## src/rtl/mips_exec_pkg.sv

```systemverilog
// Shared constants and types for the R-type execute/write-back unit.
package mips_exec_pkg;

  // Opcode field value for all R-type instructions.
  localparam logic [5:0] OP_RTYPE = 6'd0;

  // Supported funct codes.
  localparam logic [5:0] F_SLL   = 6'd0;
  localparam logic [5:0] F_SRL   = 6'd2;
  localparam logic [5:0] F_SRA   = 6'd3;
  localparam logic [5:0] F_MFHI  = 6'd16;
  localparam logic [5:0] F_MFLO  = 6'd18;
  localparam logic [5:0] F_MULTU = 6'd25;
  localparam logic [5:0] F_ADD   = 6'd32;
  localparam logic [5:0] F_ADDU  = 6'd33;
  localparam logic [5:0] F_SUB   = 6'd34;
  localparam logic [5:0] F_SUBU  = 6'd35;
  localparam logic [5:0] F_AND   = 6'd36;
  localparam logic [5:0] F_OR    = 6'd37;
  localparam logic [5:0] F_XOR   = 6'd38;
  localparam logic [5:0] F_NOR   = 6'd39;
  localparam logic [5:0] F_SLT   = 6'd42;
  localparam logic [5:0] F_SLTU  = 6'd43;

  // Sequencer states.
  typedef enum logic [1:0] {
    IDLE,
    EXEC,
    MUL,
    WB
  } state_e;

  // Internal ALU operation, decoded from op/funct.
  typedef enum logic [4:0] {
    ALU_ADD,
    ALU_ADDU,
    ALU_SUB,
    ALU_SUBU,
    ALU_AND,
    ALU_OR,
    ALU_XOR,
    ALU_NOR,
    ALU_SLT,
    ALU_SLTU,
    ALU_SLL,
    ALU_SRL,
    ALU_SRA,
    ALU_MULTU,
    ALU_MFHI,
    ALU_MFLO,
    ALU_ILLEGAL
  } alu_op_e;

  // Map an instruction's op/funct pair to an ALU operation.
  function automatic alu_op_e decode_op(input logic [5:0] op, input logic [5:0] funct);
    alu_op_e res;
    res = ALU_ILLEGAL;
    if (op == OP_RTYPE) begin
      case (funct)
        F_ADD:   res = ALU_ADD;
        F_ADDU:  res = ALU_ADDU;
        F_SUB:   res = ALU_SUB;
        F_SUBU:  res = ALU_SUBU;
        F_AND:   res = ALU_AND;
        F_OR:    res = ALU_OR;
        F_XOR:   res = ALU_XOR;
        F_NOR:   res = ALU_NOR;
        F_SLT:   res = ALU_SLT;
        F_SLTU:  res = ALU_SLTU;
        F_SLL:   res = ALU_SLL;
        F_SRL:   res = ALU_SRL;
        F_SRA:   res = ALU_SRA;
        F_MULTU: res = ALU_MULTU;
        F_MFHI:  res = ALU_MFHI;
        F_MFLO:  res = ALU_MFLO;
        default: res = ALU_ILLEGAL;
      endcase
    end
    return res;
  endfunction

endpackage

```

## src/rtl/mips_mult_seq.sv

```systemverilog
// Iterative unsigned shift-add multiplier: one multiplier bit per cycle,
// XLEN cycles per product.
module mips_mult_seq #(
  parameter int XLEN = 32
) (
  input  logic              clk_i,
  input  logic              rst_i,
  input  logic              start_i,
  input  logic [XLEN-1:0]   a_i,
  input  logic [XLEN-1:0]   b_i,
  output logic              busy_o,
  output logic              done_o,
  output logic [2*XLEN-1:0] product_o
);

  localparam int CW = $clog2(XLEN + 1);

  logic [CW-1:0]     cnt_q;
  logic              busy_q;
  logic [XLEN-1:0]   mcand_q;
  // Upper half accumulates partial sums; lower half holds the unconsumed
  // multiplier bits, which shift out as the product shifts in.
  logic [2*XLEN-1:0] prod_q;

  logic [XLEN-1:0]   addend_d;
  logic [XLEN:0]     sum_d;

  assign addend_d = prod_q[0] ? mcand_q : '0;
  assign sum_d    = {1'b0, prod_q[2*XLEN-1:XLEN]} + {1'b0, addend_d};

  assign busy_o    = busy_q;
  // High during the final step; product_o is complete from the next cycle.
  assign done_o    = busy_q && (cnt_q == CW'(1));
  assign product_o = prod_q;

  // Load operands on start, then perform one add-and-shift step per cycle.
  always_ff @(posedge clk_i or posedge rst_i) begin
    if (rst_i) begin
      cnt_q   <= '0;
      busy_q  <= 1'b0;
      mcand_q <= '0;
      prod_q  <= '0;
    end else if (busy_q) begin
      prod_q <= {sum_d, prod_q[XLEN-1:1]};
      cnt_q  <= cnt_q - CW'(1);
      if (cnt_q == CW'(1)) begin
        busy_q <= 1'b0;
      end
    end else if (start_i) begin
      mcand_q <= a_i;
      prod_q  <= {{XLEN{1'b0}}, b_i};
      cnt_q   <= CW'(XLEN);
      busy_q  <= 1'b1;
    end
  end

endmodule

```

## src/rtl/mips_rtype_exec.sv

```systemverilog
// Sequential execute/write-back unit for MIPS R-type instructions:
// writable register file, ALU with shifts and compares, and an iterative
// MULTU into HI/LO.
module mips_rtype_exec
  import mips_exec_pkg::*;
#(
  parameter  int XLEN  = 32,
  parameter  int NREGS = 32,
  localparam int AW    = $clog2(NREGS)
) (
  input  logic            CLK,
  input  logic            RESET,
  input  logic            ins_valid,
  output logic            ins_ready,
  input  logic [31:0]     ins_word,
  output logic            done,
  output logic            wb_we,
  output logic [AW-1:0]   wb_addr,
  output logic [XLEN-1:0] wb_data,
  output logic            ovf,
  output logic            illegal,
  output logic [XLEN-1:0] hi,
  output logic [XLEN-1:0] lo,
  input  logic [AW-1:0]   dbg_addr,
  output logic [XLEN-1:0] dbg_data
);

  state_e          state_q;
  logic [31:0]     ir_q;
  logic [XLEN-1:0] regs_q [NREGS];
  logic [XLEN-1:0] hi_q;
  logic [XLEN-1:0] lo_q;
  logic            is_multu_q;

  logic            done_q;
  logic            wb_we_q;
  logic [AW-1:0]   wb_addr_q;
  logic [XLEN-1:0] wb_data_q;
  logic            ovf_q;
  logic            illegal_q;

  // Instruction fields; register addresses keep only their low AW bits.
  logic [5:0]      op_f;
  logic [5:0]      funct_f;
  logic [4:0]      shamt_f;
  logic [AW-1:0]   rs_a;
  logic [AW-1:0]   rt_a;
  logic [AW-1:0]   rd_a;

  assign op_f    = ir_q[31:26];
  assign rs_a    = ir_q[21 +: AW];
  assign rt_a    = ir_q[16 +: AW];
  assign rd_a    = ir_q[11 +: AW];
  assign shamt_f = ir_q[10:6];
  assign funct_f = ir_q[5:0];

  alu_op_e         alu_op;
  logic [XLEN-1:0] rs_val;
  logic [XLEN-1:0] rt_val;
  logic [31:0]     sh_amt;
  logic [XLEN-1:0] result_d;
  logic            ovf_d;

  assign alu_op = decode_op(op_f, funct_f);
  // Register 0 is never written, so reading it always yields zero.
  assign rs_val = regs_q[rs_a];
  assign rt_val = regs_q[rt_a];
  assign sh_amt = 32'(shamt_f) % 32'(XLEN);

  assign ins_ready = (state_q == IDLE);
  assign done      = done_q;
  assign wb_we     = wb_we_q;
  assign wb_addr   = wb_addr_q;
  assign wb_data   = wb_data_q;
  assign ovf       = ovf_q;
  assign illegal   = illegal_q;
  assign hi        = hi_q;
  assign lo        = lo_q;
  assign dbg_data  = regs_q[dbg_addr];

  logic              mult_start;
  logic              mult_busy;
  logic              mult_done;
  logic [2*XLEN-1:0] mult_product;

  // The multiplier captures its operands as the sequencer leaves EXEC.
  assign mult_start = (state_q == EXEC) && (alu_op == ALU_MULTU) && !mult_busy;

  mips_mult_seq #(
    .XLEN (XLEN)
  ) u_mult (
    .clk_i     (CLK),
    .rst_i     (RESET),
    .start_i   (mult_start),
    .a_i       (rs_val),
    .b_i       (rt_val),
    .busy_o    (mult_busy),
    .done_o    (mult_done),
    .product_o (mult_product)
  );

  // Single-cycle ALU: result and signed-overflow flag for the latched instruction.
  always_comb begin
    // NOTE: every output gets a default first so no path leaves it unassigned
    // and infers a latch; blocking '=' lets later lines read result_d.
    result_d = '0;
    ovf_d    = 1'b0;
    case (alu_op)
      ALU_ADD: begin
        result_d = rs_val + rt_val;
        ovf_d    = (rs_val[XLEN-1] == rt_val[XLEN-1]) &&
                   (result_d[XLEN-1] != rs_val[XLEN-1]);
      end
      ALU_ADDU: result_d = rs_val + rt_val;
      ALU_SUB: begin
        result_d = rs_val - rt_val;
        ovf_d    = (rs_val[XLEN-1] != rt_val[XLEN-1]) &&
                   (result_d[XLEN-1] != rs_val[XLEN-1]);
      end
      ALU_SUBU: result_d = rs_val - rt_val;
      ALU_AND:  result_d = rs_val & rt_val;
      ALU_OR:   result_d = rs_val | rt_val;
      ALU_XOR:  result_d = rs_val ^ rt_val;
      ALU_NOR:  result_d = ~(rs_val | rt_val);
      ALU_SLT:  result_d = {{(XLEN-1){1'b0}}, ($signed(rs_val) < $signed(rt_val))};
      ALU_SLTU: result_d = {{(XLEN-1){1'b0}}, (rs_val < rt_val)};
      ALU_SLL:  result_d = rt_val << sh_amt;
      ALU_SRL:  result_d = rt_val >> sh_amt;
      ALU_SRA:  result_d = XLEN'($signed(rt_val) >>> sh_amt);
      ALU_MFHI: result_d = hi_q;
      ALU_MFLO: result_d = lo_q;
      default:  result_d = '0;
    endcase
  end

  // Sequencer: latch, execute, optionally multiply, then retire and commit.
  always_ff @(posedge CLK or posedge RESET) begin
    if (RESET) begin
      state_q    <= IDLE;
      ir_q       <= '0;
      hi_q       <= '0;
      lo_q       <= '0;
      is_multu_q <= 1'b0;
      done_q     <= 1'b0;
      wb_we_q    <= 1'b0;
      wb_addr_q  <= '0;
      wb_data_q  <= '0;
      ovf_q      <= 1'b0;
      illegal_q  <= 1'b0;
      // NOTE: the register file is architecturally cleared by reset, so the
      // array is reset here rather than left to power-up contents.
      for (int i = 0; i < NREGS; i++) begin
        regs_q[i] <= '0;
      end
    end else begin
      case (state_q)
        IDLE: begin
          if (ins_valid) begin
            ir_q    <= ins_word;
            state_q <= EXEC;
          end
        end

        EXEC: begin
          is_multu_q <= (alu_op == ALU_MULTU);
          if (alu_op == ALU_MULTU) begin
            state_q <= MUL;
          end else begin
            state_q <= WB;
            done_q  <= 1'b1;
            if (alu_op == ALU_ILLEGAL) begin
              illegal_q <= 1'b1;
            end else if (ovf_d) begin
              ovf_q     <= 1'b1;
              wb_addr_q <= rd_a;
              wb_data_q <= result_d;
            end else begin
              wb_we_q   <= 1'b1;
              wb_addr_q <= rd_a;
              wb_data_q <= result_d;
            end
          end
        end

        MUL: begin
          if (mult_done) begin
            state_q <= WB;
            done_q  <= 1'b1;
          end
        end

        WB: begin
          if (wb_we_q && (wb_addr_q != '0)) begin
            regs_q[wb_addr_q] <= wb_data_q;
          end
          if (is_multu_q) begin
            hi_q <= mult_product[2*XLEN-1:XLEN];
            lo_q <= mult_product[XLEN-1:0];
          end
          is_multu_q <= 1'b0;
          done_q     <= 1'b0;
          wb_we_q    <= 1'b0;
          wb_addr_q  <= '0;
          wb_data_q  <= '0;
          ovf_q      <= 1'b0;
          illegal_q  <= 1'b0;
          state_q    <= IDLE;
        end

        default: state_q <= IDLE;
      endcase
    end
  end

endmodule

```

## config.mk

```make
export PLATFORM = sky130hd
export DESIGN_NAME = mips_rtype_exec
export DESIGN_NICKNAME = d
export VERILOG_FILES = /design/src/rtl/mips_exec_pkg.sv /design/src/rtl/mips_mult_seq.sv /design/src/rtl/mips_rtype_exec.sv
export SDC_FILE = /design/constraint.sdc
export NUM_CORES = 2
export LEC_CHECK = 0
export CORE_MARGIN = 10
export CORE_UTILIZATION = 60
export DETAILED_ROUTE_END_ITERATION = 8
export PLACE_DENSITY = 0.75
export SETUP_SLACK_MARGIN = 0.05
export SLEW_MARGIN = 15
export SYNTH_ARGS = -nofsm -noshare
export SYNTH_HDL_FRONTEND = slang
export SYNTH_HIERARCHICAL = 1
export SYNTH_SLANG_ARGS = --single-unit
```

## constraint.sdc

```tcl
create_clock -name CLK -period 71.8 [get_ports CLK]
set_input_delay 7.18 -clock CLK [delete_from_list [all_inputs] [get_ports CLK]]
set_output_delay 7.18 -clock CLK [all_outputs]
set_load 0.01 [all_outputs]
```

-- After elaboration in Yosys (flattened, before gate mapping)
Memory sizes are Yosys's and may differ from the RTL's.
Cells that the tools add are included.
W data, S select, Z words.
- register bits after elaboration: 1267
- bits in read-only memories: 320
- output and inout port bits: 138
- memories: 1
- add/subtract/negate cells: 4
- order comparisons: 7
- equality and inequality tests: 31
- shift operators: 3
- multiplexer cells: 48
- bitwise logic cells: 9
- reduce and logical (&&, ||, !) cells: 27
- memory list (name ; words ; width ; rd ports ; clocked after Yosys merged registers in ; wr ports ; RTL line ; source):
    (no name shown) ; 64 ; 5 ; 1 ; 0 ; 0 ; mips_exec_pkg.sv:59 ; case (funct)
- operator list (cell ; number):
    $bwmux W1024 ; 1
    $bmux W32 S5 ; 3
    $pmux W32 S13 ; 1
    $mux W32 ; 10
    $demux W32 S5 ; 1
    $mux W64 ; 2
    $lt A32 B32 Y1 ; 2
    $pmux W32 S2 ; 1
    $eq A5 B4 Y1 const B ; 8
    $add A32 B32 Y33 ; 1
    $add A32 B32 Y32 ; 1
    $and A32 B32 Y32 ; 1
    $not A32 Y32 ; 1
    $or A32 B32 Y32 ; 1
    $shl A32 B5 Y32 ; 1
    $shr A32 B5 Y32 ; 1
    $sshr A32 B5 Y32 ; 1
    $sub A32 B32 Y32 ; 1
    $xor A32 B32 Y32 ; 1
    $ge A6 B6 Y1 const B ; 4
    $not A5 Y6 ; 4
    $eq A5 B3 Y1 const B ; 4
    $mux W5 ; 3
    $mux W1 ; 14
    31 further kinds ; 61

-- Longest topological paths before layout
- depth in word-level cells: 12
- gate-level depth with buffers: 24
- depth with buffers taken out: 17

-- By module
Netlist, hierarchy kept.
- by module, submodules not included (module ; instances ; cells each ; area an instance (sq um) ; seq. area each (sq um)):
    mips_rtype_exec ; 1 ; 6307 ; 79947.9 ; 29127.9
    mips_mult_seq ; 1 ; 605 ; 5963.2 ; 2577.5

-- Least setup slack after synthesis
OpenSTA, ideal clock, no wires.
- path type: input port to output port
- start point: input dbg_addr[0]
- end point: output dbg_data[0]
- data arrival time: 9.646 ns
- data required time: 64.620 ns
- path slack: 54.974 ns
- stages: 6
- cells stage by stage: clkbuf_1 > clkbuf_1 > clkbuf_1 > mux4_2 > mux4_2 > mux2_2
- longest elaborated chain between the ends: 4
- RTL lines (element ; RTL line ; source):
    from (decl) ; mips_rtype_exec.sv:24 ; input logic [AW-1:0] dbg_addr,
    $not A5 Y6 (implied by the code) ; mips_rtype_exec.sv:79 ; assign dbg_data = regs_q[dbg_addr];
    $bmux W32 S5 ; mips_rtype_exec.sv:79 ;
    $mux W32 (implied by the code) (2 in series) ; mips_rtype_exec.sv:79 ;
    to (decl) ; mips_rtype_exec.sv:25 ; output logic [XLEN-1:0] dbg_data
Every way passes these cells. The select of a mux whose other input is x is not followed.

-- Worst setup path in the final report
- start point: input dbg_addr[0]
- end point: output dbg_data[27]
The elaborated chain is that of the path after synthesis.

==> impl_metrics.env <==
export IMPL_fin_crit_ps=17960
export IMPL_syn_area_um2=85900
export IMPL_clk_latency_ps=810
export IMPL_max_cap_viol_count=0
export IMPL_drt_first_pass_iters=7
export IMPL_arrival_ps=10780
export IMPL_finalNetCount=6946
export IMPL_multi_input_comb_area_um2=51100
export IMPL_cts_setup_buffers=0
export IMPL_clkSlewWorstSetupHoldPaths_ps=60
export IMPL_crit_path_start_kind="primary input"
export IMPL_layout_drive_gt1_share=0.370
export IMPL_rsz0062_at_grt="no"
export IMPL_start_util=0.605
export IMPL_synth_cells=6912
export IMPL_synth_seq_cells=1267
export IMPL_ctsHoldBuffers=0
export IMPL_h_tree_depth=4
export IMPL_synth_cell_types=101
export IMPL_die_x_um=398
export IMPL_drv_slew=0
export IMPL_gp_congestion=0.999
export IMPL_power_frac_seq=0.274
export IMPL_comb_power_share=0.526
export IMPL_fin_util=0.662
export IMPL_num_io_pins=178
export IMPL_cp_max_fo=124
export IMPL_internal_power_uw=2070
export IMPL_antenna_found_initial=9
export IMPL_yosys_area_top_type_share=0.369
export IMPL_numCtsBuffers=142
export IMPL_period_share=0.250
export IMPL_syn_nets=7105
export IMPL_vias=68800
export IMPL_ys_top_cells_by_area="dfrtp_1, mux4_2, mux2_2"
export IMPL_synthFlopType="dfrtp_1"
export IMPL_grt_max_degree=182
export IMPL_stdcell_area_um2=94000
export IMPL_critPathCaptureType="output pin"
export IMPL_grt_pass1_vias=67600
export IMPL_power_per_cell_area_nw_per_um2=41.5
export IMPL_fillers=10500
export IMPL_fmax_mhz=55.7
export IMPL_p_leak_uw=0.0415
export IMPL_tightest_slew_ps=1370
export IMPL_yosysSeqAreaShare=0.369
export IMPL_async_reset_ff_frac=1.00
export IMPL_clock_skew_ps=53.3
export IMPL_wl_mm=340
export IMPL_drc=0
export IMPL_cts_resized=0
export IMPL_drt_iter0_drc=9880
export IMPL_critPathKind="primary input to output pin"
export IMPL_cts_tree="yes"
export IMPL_cts_sinks=1267
export IMPL_fp_dieH_um=398
export IMPL_p_sw_frac=0.468
export IMPL_die_area_um2=159000
export IMPL_synth_commonest_cells="dfrtp_1, mux2_2, mux4_2, mux2i_1, clkbuf_1"
export IMPL_synth_edff_count=0
export IMPL_cts_root_buf="clkbuf_16"
export IMPL_clock_path_buffers=3
export IMPL_post_dp_cell_area_um2=89000
export IMPL_layout_area_seq_um2=31700
export IMPL_rows=138
export IMPL_hp_class="flip-flop to flip-flop"
export IMPL_grt_pass1_wl_mm=487
export IMPL_vdd_drop_max_v=0.0000400
export IMPL_io_buffers=177
export IMPL_slew_headroom=0.0866
export IMPL_ys_warnings_count=6
export IMPL_core_area_um2=142000
export IMPL_yosysMostFrequentCell="dfrtp_1"
export IMPL_fin_tns_setup_ps=0
export IMPL_synth_top_area_cell="dfrtp_1"
export IMPL_hpwl_mm=218
export IMPL_setup_violations=0
export IMPL_power_switching_uw=1820
export IMPL_status="finished clean"
export IMPL_syn_avg_cell_area_um2=12.4
export IMPL_wl_per_cell_um=38.7
export IMPL_post_drt_via_cell_ratio=7.84
export IMPL_required_ps=64620
export IMPL_hold_violations=0
export IMPL_ant_nets=0
export IMPL_p_clk_frac=0.200
export IMPL_overflow=0
export IMPL_area_growth_pct=9.43
export IMPL_grt_use_total=0.419
==> sequential cells by signal, summed over array words and instances, names as in the netlist <==
register / count
u_mult/cnt_q: 6
u_mult/busy_o: 1
wb_we: 1
wb_data: 32
u_mult/mcand_q: 32
state_q: 2
illegal: 1
u_mult/product_o: 64
ovf: 1
ir_q: 32
wb_addr: 5
hi: 32
regs_q: 1024
is_multu_q: 1
lo: 32
done: 1
==> kinds of logic (layout without fill, tap and decap cells) <==
group | Yosys count | in the layout | share of synthesized area
AOI/OAI and AO/OA | 1098 | 1098 | 0.0859
other | 0 | 10 | 0
adders and majority gates | 153 | 153 | 0.0225
buffers and inverters | 806 | 764 | 0.0398
muxes | 2521 | 2521 | 0.420
xor gates and xnor gates | 42 | 42 | 0.00428
and+or+nand+nor | 1025 | 1025 | 0.0583
DFF | 1267 | 1267 | 0.369
==> stage by stage <==
step                hold WS [ps]  power [uW]  cells  setup slack (ps)
finish                       421        3900   8770             53840
global placement             407        3000   8499             53880
floorplan                    435        2300   6912             31830
CTS                          420        3810   8760             53800
global route                 433        4000   8760             53580
detailed placement           409        3020   8499             53800
==> worst paths after layout <==
path	startpoint	end	slack, ps	cells past startpoint
worst max register to register	ir_q[21]	ovf	63120	16
min in group asynchronous	RESET	u_mult/product_o[3]	6950	2
worst min-delay path	regs_q[1003]	regs_q[1003]	420	0
worst max-delay path	dbg_addr[0]	dbg_data[27]	53840	6
max in group asynchronous	RESET	regs_q[863]	60840	6
worst min register to register	regs_q[1003]	regs_q[1003]	420	0
==> critical path, cell delays in order <==
cell             delay, ps
buf_8                  630
buf_12                 710
mux4_2                 630
mux4_2                 470
mux2_2                 340
clkdlybuf4s50_1        510
==> cell type report <==
cell class	instances	area share
sequential	1267	0.338
antenna	10	0.000266
tap	1890	0.0252
inverter	124	0.00506
timing repair buffer	379	0.0357
clock inverter	77	0.00954
clock buffer	184	0.0434
multi-input combinational	4839	0.543
==> power groups by stage <==
stage	clock (uW)	sequential (uW)	combinational (uW)
global placement	0	1060	1940
floorplan	0	947	1350
detailed placement	0	1060	1960
global route	809	1080	2110
finish	779	1070	2050
CTS	782	1050	1970
==> placed cells by master (no fill, tap or decap), drive strengths merged, types with 30 or more instances in the layout <==
cell type,count
a211oi,41
a21o,30
a21oi,197
a22oi,130
a31oi,35
and2,54
and3,31
buf,207
clkbuf,184
clkdlybuf4s50,172
clkinv,50
dfrtp,1267
ha,150
inv,126
mux2,1198
mux2i,577
mux4,746
nand2,318
nand2b,36
nand3,102
nor2,242
nor3,60
nor4,46
o211ai,46
o21ai,234
o22ai,133
==> metal layers <==
| metal | vias up | wire (um) | track usage |
|---|---|---|---|
| met5 | - | 277 | 0 |
| met1 | 35100 | 117000 | 0.518 |
| met4 | 10 | 28900 | 0.283 |
| met2 | 5612 | 146000 | 0.609 |
| met3 | 1533 | 47600 | 0.162 |
| li1 | 26500 | - | - |
Power figures use the tool's default switching activity.
